===== config.mk =====
export PLATFORM = sky130hd
export DESIGN_NAME = genius_game_core
export DESIGN_NICKNAME = d
export VERILOG_FILES = /design/src/rtl/genius_pkg.sv /design/src/rtl/genius_lfsr.sv /design/src/rtl/genius_game_core.sv
export SDC_FILE = /design/constraint.sdc
export NUM_CORES = 1
export LEC_CHECK = 0
export BUFFER_PORTS_ARGS = -buffer_cell sky130_fd_sc_hd__buf_2
export CORE_UTILIZATION = 55
export CTS_CLUSTER_SIZE = 8
export DETAILED_ROUTE_END_ITERATION = 10
export GPL_TIMING_DRIVEN = 0
export MAX_ROUTING_LAYER = met4
export PLACE_DENSITY = 0.8
export SLEW_MARGIN = 20
export SYNTH_ARGS = -nofsm -noshare
export SYNTH_HDL_FRONTEND = slang
export SYNTH_SLANG_ARGS = --single-unit

===== constraint.sdc =====
create_clock -name clock -period 2.5 [get_ports clock]
set_input_delay 0.125 -clock clock [delete_from_list [all_inputs] [get_ports clock]]
set_output_delay 0.125 -clock clock [all_outputs]
set_load 0.02 [all_outputs]

===== src/rtl/genius_pkg.sv =====
// Shared types and constants for the Genius (Simon) game core: state codes,
// play-mode values and the LFSR feedback tap mask.
package genius_pkg;

  typedef enum logic [3:0] {
    ST_OFF   = 4'd0,
    ST_DIF   = 4'd1,
    ST_VEL   = 4'd4,
    ST_MODE  = 4'd6,
    ST_ADD   = 4'd8,
    ST_SHOW  = 4'd9,
    ST_GAP   = 4'd10,
    ST_INPUT = 4'd11,
    ST_WIN   = 4'd12,
    ST_LOSE  = 4'd13
  } state_t;

  localparam logic MODE_PC  = 1'b0;
  localparam logic MODE_PVP = 1'b1;

  // Feedback taps for x^16 + x^14 + x^13 + x^11 (bits 15, 13, 12, 10).
  localparam logic [15:0] LFSR_TAPS = 16'hB400;

endpackage


===== src/rtl/genius_lfsr.sv =====
// 16-bit Fibonacci LFSR used as the colour source in PC mode; only the low
// OUT_W bits are exported.
module genius_lfsr
  import genius_pkg::*;
#(
  parameter logic [15:0] SEED  = 16'hACE1,
  parameter int          OUT_W = 2
) (
  input  logic             clk,
  input  logic             rst_n,
  input  logic             en,
  output logic [OUT_W-1:0] value
);

  logic [15:0] lfsr;

  // NOTE: registers are written with <= so every flop samples pre-edge values.
  always_ff @(posedge clk or negedge rst_n) begin
    if (!rst_n) begin
      lfsr <= SEED;
    end else if (en) begin
      lfsr <= {lfsr[14:0], ^(lfsr & LFSR_TAPS)};
    end
  end

  assign value = lfsr[OUT_W-1:0];

endmodule


===== src/rtl/genius_game_core.sv =====
// Genius game controller: menu (difficulty/speed/mode), sequence build,
// timed playback and key checking. Define INPUT_TIMEOUT_EN to time out INPUT.
module genius_game_core
  import genius_pkg::*;
#(
  parameter int          N_COLORS  = 4,
  parameter int          N_DIF     = 3,
  parameter int          N_VEL     = 2,
  parameter int          LEN_STEP  = 8,
  parameter logic [15:0] LFSR_SEED = 16'hACE1,
  localparam int         CW        = $clog2(N_COLORS),
  localparam int         MAX_LEN   = N_DIF * LEN_STEP,
  localparam int         SW        = $clog2(MAX_LEN + 1)
) (
  input  logic                clock,
  input  logic                reset,
  input  logic                btn_next,
  input  logic                btn_ok,
  input  logic [N_COLORS-1:0] key,
  input  logic                timer_done,
  output logic [3:0]          state_code,
  output logic [2:0]          dif,
  output logic [1:0]          vel,
  output logic                mode_pvp,
  output logic [N_COLORS-1:0] color_out,
  output logic                timer_start,
  output logic [SW-1:0]       score,
  output logic                win,
  output logic                lose
);

  localparam int IW = (MAX_LEN > 1) ? $clog2(MAX_LEN) : 1;
`ifdef INPUT_TIMEOUT_EN
  localparam bit TIMEOUT_EN = 1'b1;
`else
  localparam bit TIMEOUT_EN = 1'b0;
`endif

  state_t                state;
  logic                  next_q, ok_q;
  logic [N_COLORS-1:0]   key_q;
  logic                  next_edge, ok_edge, key_single;
  logic [N_COLORS-1:0]   key_edge;
  logic [CW-1:0]         key_idx, rand_color, add_color, show0;
  logic                  add_fire, idx_last;
  logic [SW-1:0]         length, target_len;
  logic [IW-1:0]         idx;
  logic [CW-1:0]         seq_mem [MAX_LEN];

  function automatic logic [N_COLORS-1:0] onehot(input logic [CW-1:0] c);
    return N_COLORS'(1) << c;
  endfunction

  genius_lfsr #(.SEED(LFSR_SEED), .OUT_W(CW)) u_lfsr (
    .clk   (clock),
    .rst_n (reset),
    .en    (1'b1),
    .value (rand_color)
  );

  assign next_edge  = btn_next & ~next_q;
  assign ok_edge    = btn_ok & ~ok_q;
  assign key_edge   = key & ~key_q;
  assign key_single = (key_edge != '0) && ((key_edge & (key_edge - N_COLORS'(1))) == '0);
  assign idx_last   = (SW'(idx) + SW'(1)) == length;
  assign target_len = SW'(dif) * SW'(LEN_STEP);

  // NOTE: every always_comb output gets a default first so no latch is inferred.
  always_comb begin
    key_idx = '0;
    for (int i = 0; i < N_COLORS; i++) begin
      if (key_edge[i]) key_idx = CW'(i);
    end
    add_color = (mode_pvp == MODE_PC) ? CW'(rand_color % N_COLORS) : key_idx;
    add_fire  = (state == ST_ADD) && ((mode_pvp == MODE_PC) || key_single);
    // On the first round seq[0] is being written this very cycle.
    show0     = (length == '0) ? add_color : seq_mem[0];
  end

  always_comb begin
    case (state)
      ST_DIF:  state_code = (dif > 3'd3) ? 4'd3 : {1'b0, dif};
      ST_VEL:  state_code = 4'd4 + {3'b000, vel != '0};
      ST_MODE: state_code = 4'd6 + {3'b000, mode_pvp};
      default: state_code = state;
    endcase
  end

  // NOTE: the sequence array has no reset; its contents are only read after being written.
  always_ff @(posedge clock) begin
    if (add_fire) seq_mem[length[IW-1:0]] <= add_color;
  end

  always_ff @(posedge clock or negedge reset) begin
    if (!reset) begin
      state       <= ST_OFF;
      next_q      <= 1'b0;
      ok_q        <= 1'b0;
      key_q       <= '0;
      dif         <= 3'd1;
      vel         <= '0;
      mode_pvp    <= MODE_PC;
      color_out   <= '0;
      timer_start <= 1'b0;
      score       <= '0;
      length      <= '0;
      idx         <= '0;
      win         <= 1'b0;
      lose        <= 1'b0;
    end else begin
      next_q      <= btn_next;
      ok_q        <= btn_ok;
      key_q       <= key;
      timer_start <= 1'b0;
      // Only SHOW holds a colour; INPUT echoes last for a single cycle.
      if (state != ST_SHOW) color_out <= '0;
      case (state)
        ST_OFF: if (next_edge) begin
          state <= ST_DIF;
          dif   <= 3'd1;
        end
        ST_DIF: if (ok_edge) begin
          state <= ST_VEL;
          vel   <= '0;
        end else if (next_edge) begin
          dif <= (dif == 3'(N_DIF)) ? 3'd1 : dif + 3'd1;
        end
        ST_VEL: if (ok_edge) begin
          state <= ST_MODE;
        end else if (next_edge) begin
          vel <= (vel == 2'(N_VEL - 1)) ? 2'd0 : vel + 2'd1;
        end
        ST_MODE: if (ok_edge) begin
          state  <= ST_ADD;
          score  <= '0;
          length <= '0;
          idx    <= '0;
        end else if (next_edge) begin
          mode_pvp <= ~mode_pvp;
        end
        ST_ADD: if (add_fire) begin
          length      <= length + SW'(1);
          idx         <= '0;
          state       <= ST_SHOW;
          timer_start <= 1'b1;
          color_out   <= onehot(show0);
        end
        ST_SHOW: if (timer_done) begin
          state       <= ST_GAP;
          timer_start <= 1'b1;
          color_out   <= '0;
        end
        ST_GAP: if (timer_done) begin
          if (!idx_last) begin
            idx         <= idx + IW'(1);
            state       <= ST_SHOW;
            timer_start <= 1'b1;
            color_out   <= onehot(seq_mem[idx + IW'(1)]);
          end else begin
            idx         <= '0;
            state       <= ST_INPUT;
            timer_start <= TIMEOUT_EN;
          end
        end
        ST_INPUT: if (key_edge != '0) begin
          color_out <= key_edge;
          if (!key_single || key_idx != seq_mem[idx]) begin
            state <= ST_LOSE;
            lose  <= 1'b1;
          end else begin
            timer_start <= TIMEOUT_EN;
            if (!idx_last) begin
              idx <= idx + IW'(1);
            end else begin
              score <= score + SW'(1);
              if (length == target_len) begin
                state <= ST_WIN;
                win   <= 1'b1;
              end else begin
                state <= ST_ADD;
              end
            end
          end
        end else if (TIMEOUT_EN && timer_done) begin
          state <= ST_LOSE;
          lose  <= 1'b1;
        end
        ST_WIN, ST_LOSE: if (ok_edge) begin
          state <= ST_OFF;
          win   <= 1'b0;
          lose  <= 1'b0;
        end
        default: state <= ST_OFF;
      endcase
    end
  end

endmodule


-- Yosys cells after proc, flatten, opt, wreduce, memory -nomap -nowiden
Memories as Yosys holds them, arrays and structs flattened.
Cells that the tools add are included.
- $add $sub $neg: 8
- magnitude comparators: 1
- eq/ne operators: 34
- shifts and indexed selects: 2
- muxes and demuxes: 67
- bitwise gates (word level): 9
- reductions and logical operators: 27
- operator list (kind ; count):
    $mux 4 ; 17
    $mux 5 ; 11
    $ne 2x2->1 const B ; 18
    $pmux 4 s9 ; 1
    $eq 4x4->1 const B ; 6
    $pmux 5 s2 ; 2
    $pmux 5 s4 ; 1
    $mux 2 ; 9
    $mux 3 ; 6
    $pmux 4 s4 ; 1
    $reduce_xor 16->1 ; 1
    $add 5x1->5 const B ; 3
    $mux 1 ; 13
    $pmux 4 s3 ; 1
    $reduce_and 4->1 ; 3
    $reduce_bool 2->1 ; 6
    $eq 5x5->1 ; 2
    $reduce_and 10->1 ; 1
    $add 3x1->4 const A ; 2
    $and 4x4->4 ; 2
    $eq 4x3->1 const B ; 2
    $logic_not 4->1 ; 2
    $reduce_bool 4->1 ; 2
    $shl 1x2->4 const A ; 2
    other kinds (26) ; 34
- bits in registers: 54
- RAM bits: 48
- bits of input ports: 9
- output and inout port bits: 22
- logic and storage cells: 164
- memories kept: 1
- memories (name ; words ; bits a word ; rd ports ; clocked after Yosys merged registers in ; wr ports ; line ; source):
    seq_mem ; 24 ; 2 ; 3 ; 0 ; 1 ; genius_game_core.sv:48 ; logic [CW-1:0] seq_mem [MAX_LEN];

-- Longest topological paths before layout
- depth after elaboration: 11
- gate-level depth with buffers: 12
- mapped depth without buffers: 9

-- By module
A second synthesis with hierarchy kept.
- cell total of the unflattened synthesis: 506
- area, all modules: 5736.8 um^2
- by module, submodules not included (module ; instances ; cells each ; area an instance (um^2) ; sequential area each (um^2)):
    genius_game_core ; 1 ; 466 ; 5046.1 ; 2393.5
    genius_lfsr ; 1 ; 40 ; 690.7 ; 410.4

-- Least setup slack after synthesis
No wires, ideal clock.
- path kind: flip-flop to flip-flop
- start point: register idx[1]
- end point: register idx[0]
- library setup time: 0.128 ns
- arrival time: 2.579 ns
- required time: 2.372 ns
- slack: -0.206 ns
- cell stages (with the launch flop): 11
- path buffers: 2
- period minus slack after synthesis: 2.706 ns
- cells stage by stage: dfrtp_1 > buf_6 > mux4_1 > mux2i_1 > and3_1 > nor4_1 > o211a_1 > or3_1 > buf_6 > o21ai_4 > mux2_1
- word-level cells in the longest chain between the ends: 5
- elaborated cells on any way between the ends: 11
- those cells by class: add/sub: 1; eq/ne: 4; mux: 3; reduce/logical: 2; memory: 1
- RTL lines (item ; line ; source):
    start: declaration ; genius_game_core.sv:47 ; logic [IW-1:0] idx;
    start signal: assignment ; genius_game_core.sv:155 ; idx <= idx + IW'(1);
    start signal: assignment ; genius_game_core.sv:173 ; idx <= idx + IW'(1);
    $add 5x1->5 or $mem_v2 24x2 (tied branches) ; n/a ;
    $eq 5x5->1 or $ne 2x2->1 (tied branches) ; genius_game_core.sv:65, genius_game_core.sv:167 ;
    $mux 5 or $logic_or 1x1->1 (tied branches) ; genius_game_core.sv:154, genius_game_core.sv:167 ;
    $mux 5 or $ne 2x2->1 (tied branches) ; n/a ;
    $pmux 5 s4 or $reduce_and 7->1 (tied branches) ; n/a ;
Parallel ways exist; a longest one is shown, timed or not. The select of a mux whose other input is x is not followed.
A chain may end at the register's enable or synchronous reset.

-- Final worst setup path
- start point: register idx[1]
- end point: register idx[3]
- word-level cells in the longest chain between the ends: 5
- elaborated cells on any way between the ends: 14
- those cells by class: add/sub: 1; eq/ne: 4; mux: 6; reduce/logical: 2; memory: 1
- RTL lines (item ; line ; source):
    $add 5x1->5 or $mem_v2 24x2 (tied branches) ; n/a ;
    $eq 5x5->1 (tied with other cells) ; genius_game_core.sv:65 ; assign idx_last = (SW'(idx) + SW'(1)) == length;
    $mux 5 (tied with other cells) ; genius_game_core.sv:154 ; if (!idx_last) begin
    $mux 5 (tied with other cells) ; genius_game_core.sv:153 ; ST_GAP: if (timer_done) begin
    $pmux 5 s4 or $reduce_and 7->1 (tied branches) ; n/a ;
Parallel ways exist; a longest one is shown, timed or not. The select of a mux whose other input is x is not followed.

==> results.toml <==
[logic_synthesis]
synthMuxAreaShare_pct = 13.2
avgSynthCellArea_sq_um = 11.6
synth_area_leaders = "edfxtp_1, dfrtp_1, mux4_2, mux2i_1, dfstp_2"
synthDominantCellAreaShare_pct = 27.0
netlist_area_sq_mm = 0.00534
synthFlopType = "edfxtp_1"
synth_top_area_cell = "edfxtp_1"
syn_inst = 459
synth-simple-area-share_pct = 15.4
synth_seq_cells = 102
synthArstFlopShare_pct = 52.9
yosys_warnings = 0
synthXorXnorAreaFrac_pct = 2.98
postSynthNetCount = 475
synth_top_family_by_area = "simple AND/OR/NAND/NOR gates"
synth-compound-area-share_pct = 10.9
yosysSeqAreaShare_pct = 52.5
post_synth_num_cell_types = 67
synth_edf_count = 48
synth_adder_area_share_pct = 1.64

[sta]
fin_tns_setup_ns = -3.82
setup_viol = 15
tightest_slew_ns = 0.736
fin_skew_ns = 0.0112
period_minus_slack_ns = 2.83
finalCritPeriodShare_pct = 113
max_freq_mhz = 353
hold_slack_ns = 0.109
layout_setup_ws_ns = -0.331
maxSlewHeadroom_pct = 50.5
rsz0062_at_grt = "true"
finalHoldViolations = 0
final-max-slew-violation-count = 0

[run_status]
status = "complete, but fails checks"
violations = "setup timing"

[global_route]
grt_pass1_wl_microns = 20100
grt_overflow = 0
antenna_found_initial = 0
grt_util_all_layers_pct = 27.5
first_global_vias = 3902
grt_max_degree = 55

[cells_and_area]
multi_input_area_sq_mm = 0.00264
final_cell_mix = "nor2_1, edfxtp_1, nand2_1, dfrtp_1, buf_2"
layout_commonest_cell = "nor2_1"
area_delta_synth_final_pct = 18.0
drive_above_1_share_pct = 28.2
fin_cells = 646
nets = 528
insertedDiodeCount = 0
n_fill_cell = 643
final_cell_area_sq_mm = 0.00630
seqCellArea_sq_mm = 0.00281

[floorplan]
std_cell_rows = 35
die-width_microns = 101
ioPinCount = 31
dieArea_sq_mm = 0.0101
initial_core_util_pct = 57.2
core_area_sq_mm = 0.00933
fp.dieH_microns = 101

[clocking]
cts_buffers = 9
cts_tree = "built"
cts.reportedPaths.clkPinSlew_ns = 0.10
clk_latency_ns = 0.37
cts_buffer_depth = 2
htreeDepth = 3
numClockSinks = 102
root_buffer = "clkbuf_8"

[worst_setup_path]
end_kind = "register"
cp_common_cell = "o211a_1"
worst-path-max-fanout = 5
worst_ep_required_time_ns = 2.79
crit_type = "register to register"
worst_path_dominant_cell_family = "compound AO/OA/AOI/OAI gates"
critPathBufInv = 2
crit_chain = "buf_6 > mux4_2 > mux2i_1 > and3_1 > o311a_1 > o211a_1 > or3_4 > buf_4 > o211a_1 > o22ai_1"
max_stage_delay_ns = 0.46
worstPathArrival_ns = 3.12
critPathSlowestCell = "or3_4"
critPathLaunchType = "register"

[placement]
port_buffers = 30
dp.cells = 620
gp_congestion = 0.915
place_area_sq_mm = 0.00570
hpwl_microns = 8950

[drt]
drt-total-wl_microns = 13200
postRouteAntennaNets = 0
vias = 4206
first_pass_iters = 5
wl_per_cell_microns = 20.4
via_per_inst = 6.51
drt_first_iter_violations = 402
drc = 0

[power_and_ir_drop]
leakage_nw = 2.39
fin_total_pwr_mw = 5.59
ir_drop_mv = 0.383
p_per_area_mw_per_mm2 = 887

[flow_run]
max-cap-violations = 0

[hold_path]
holdCritPathClass = "input port to register"
## final cells by class
| type | instances | area share, % |
|---|---|---|
| plain buffers | 20 | 2.22 |
| clock buffers | 9 | 1.97 |
| clock inverters | 7 | 1.15 |
| inverters | 11 | 0.655 |
| multi-input cells | 322 | 41.9 |
| flip-flops and latches | 102 | 44.5 |
| well taps | 129 | 2.56 |
| repair buffers | 46 | 4.99 |
## where the power goes
part	internal, mW	leakage, nW	switching [mW]	total, mW
clock	0.467	0.0929	0.584	1.05
sequential	1.99	1.13	0.162	2.15
combinational	1.00	1.17	1.39	2.39
total	3.46	2.39	2.13	5.59
## worst min-delay path, stage by stage
cell	delay [ns]
buf_2	0.14
a31oi_1	0.09
nor2_1	0.09
## Yosys cell counts (all sizes together) (2+ instances only)
cell / count
ha: 7
a222oi: 4
o32ai: 2
a21o: 3
buf: 9
nand2: 45
o21ai: 19
xnor3: 2
or3b: 2
edfxtp: 48
nor2b: 9
or4: 4
a21oi: 12
a211oi: 2
nand4: 5
nand2b: 6
mux2i: 24
or2: 2
nor3: 7
clkbuf: 15
and3: 4
nand3: 10
nor2: 56
o31ai: 5
o21a: 2
or3: 5
mux4: 18
nor4: 3
nand3b: 5
dfstp: 9
a22o: 3
inv: 11
a31oi: 3
xnor2: 7
o22ai: 4
xor2: 6
and2: 6
a22oi: 7
dfrtp: 45
o211a: 2
mux2: 4
## per-layer routing
layer  global-route usage (%)  up-vias  wire length (microns)
met5                        -        -                      0
met2                     41.8      247                   6420
met1                     36.9     2094                   5280
met4                     12.9        0                    420
met3                     4.02       43                   1080
li1                         -     1822                      -
## flip-flops by register name (all words and copies together), names as in the netlist, 2 cells and up
register / flops
color_out: 4
dif: 3
idx: 5
key_q: 4
length: 5
score: 5
seq_mem: 48
state: 4
u_lfsr.lfsr: 16
vel: 2
## final timing paths
path / depth (start not counted) / endpoint / from / slack (ns)
max in group asynchronous: 2 / idx[0] / reset / 1.67
min: 3 / timer_start / timer_done / 0.11
max reg2reg: 10 / idx[3] / idx[1] / -0.33
min in group asynchronous: 2 / score[0] / reset / 0.36
max: 10 / idx[3] / idx[1] / -0.33
min reg2reg: 0 / u_lfsr.lfsr[3] / u_lfsr.lfsr[2] / 0.36
## cell families after synthesis
kind of cell | count (synthesis)
AND/OR/NAND/NOR | 172
flip-flops | 102
AO/OA/AOI/OAI | 82
multiplexers | 46
buffers and inverters | 35
XOR/XNOR | 15
adder cells (fa/ha/maj) | 7
## through the flow
step	setup slack [ns]	utilization, %
2_1_floorplan	-0.174	-
3_3_place_gp	-0.770	60.7
3_5_place_dp	-0.461	61.1
4_1_cts	-0.324	65.4
5_1_grt	-0.380	67.5
6_report	-0.331	67.5
## timing repair
| action | in CTS | in global routing |
|---|---|---|
| endpoints found under the setup margin | 69 | 51 |
| resized for setup | 28 | 44 |
| endpoints found under the hold margin | 51 | 0 |
| hold buffers | 7 | 0 |
| buffers inserted | 5 | 2 |
| pin swaps | 6 | 20 |
(Power assumes the default switching activity.)
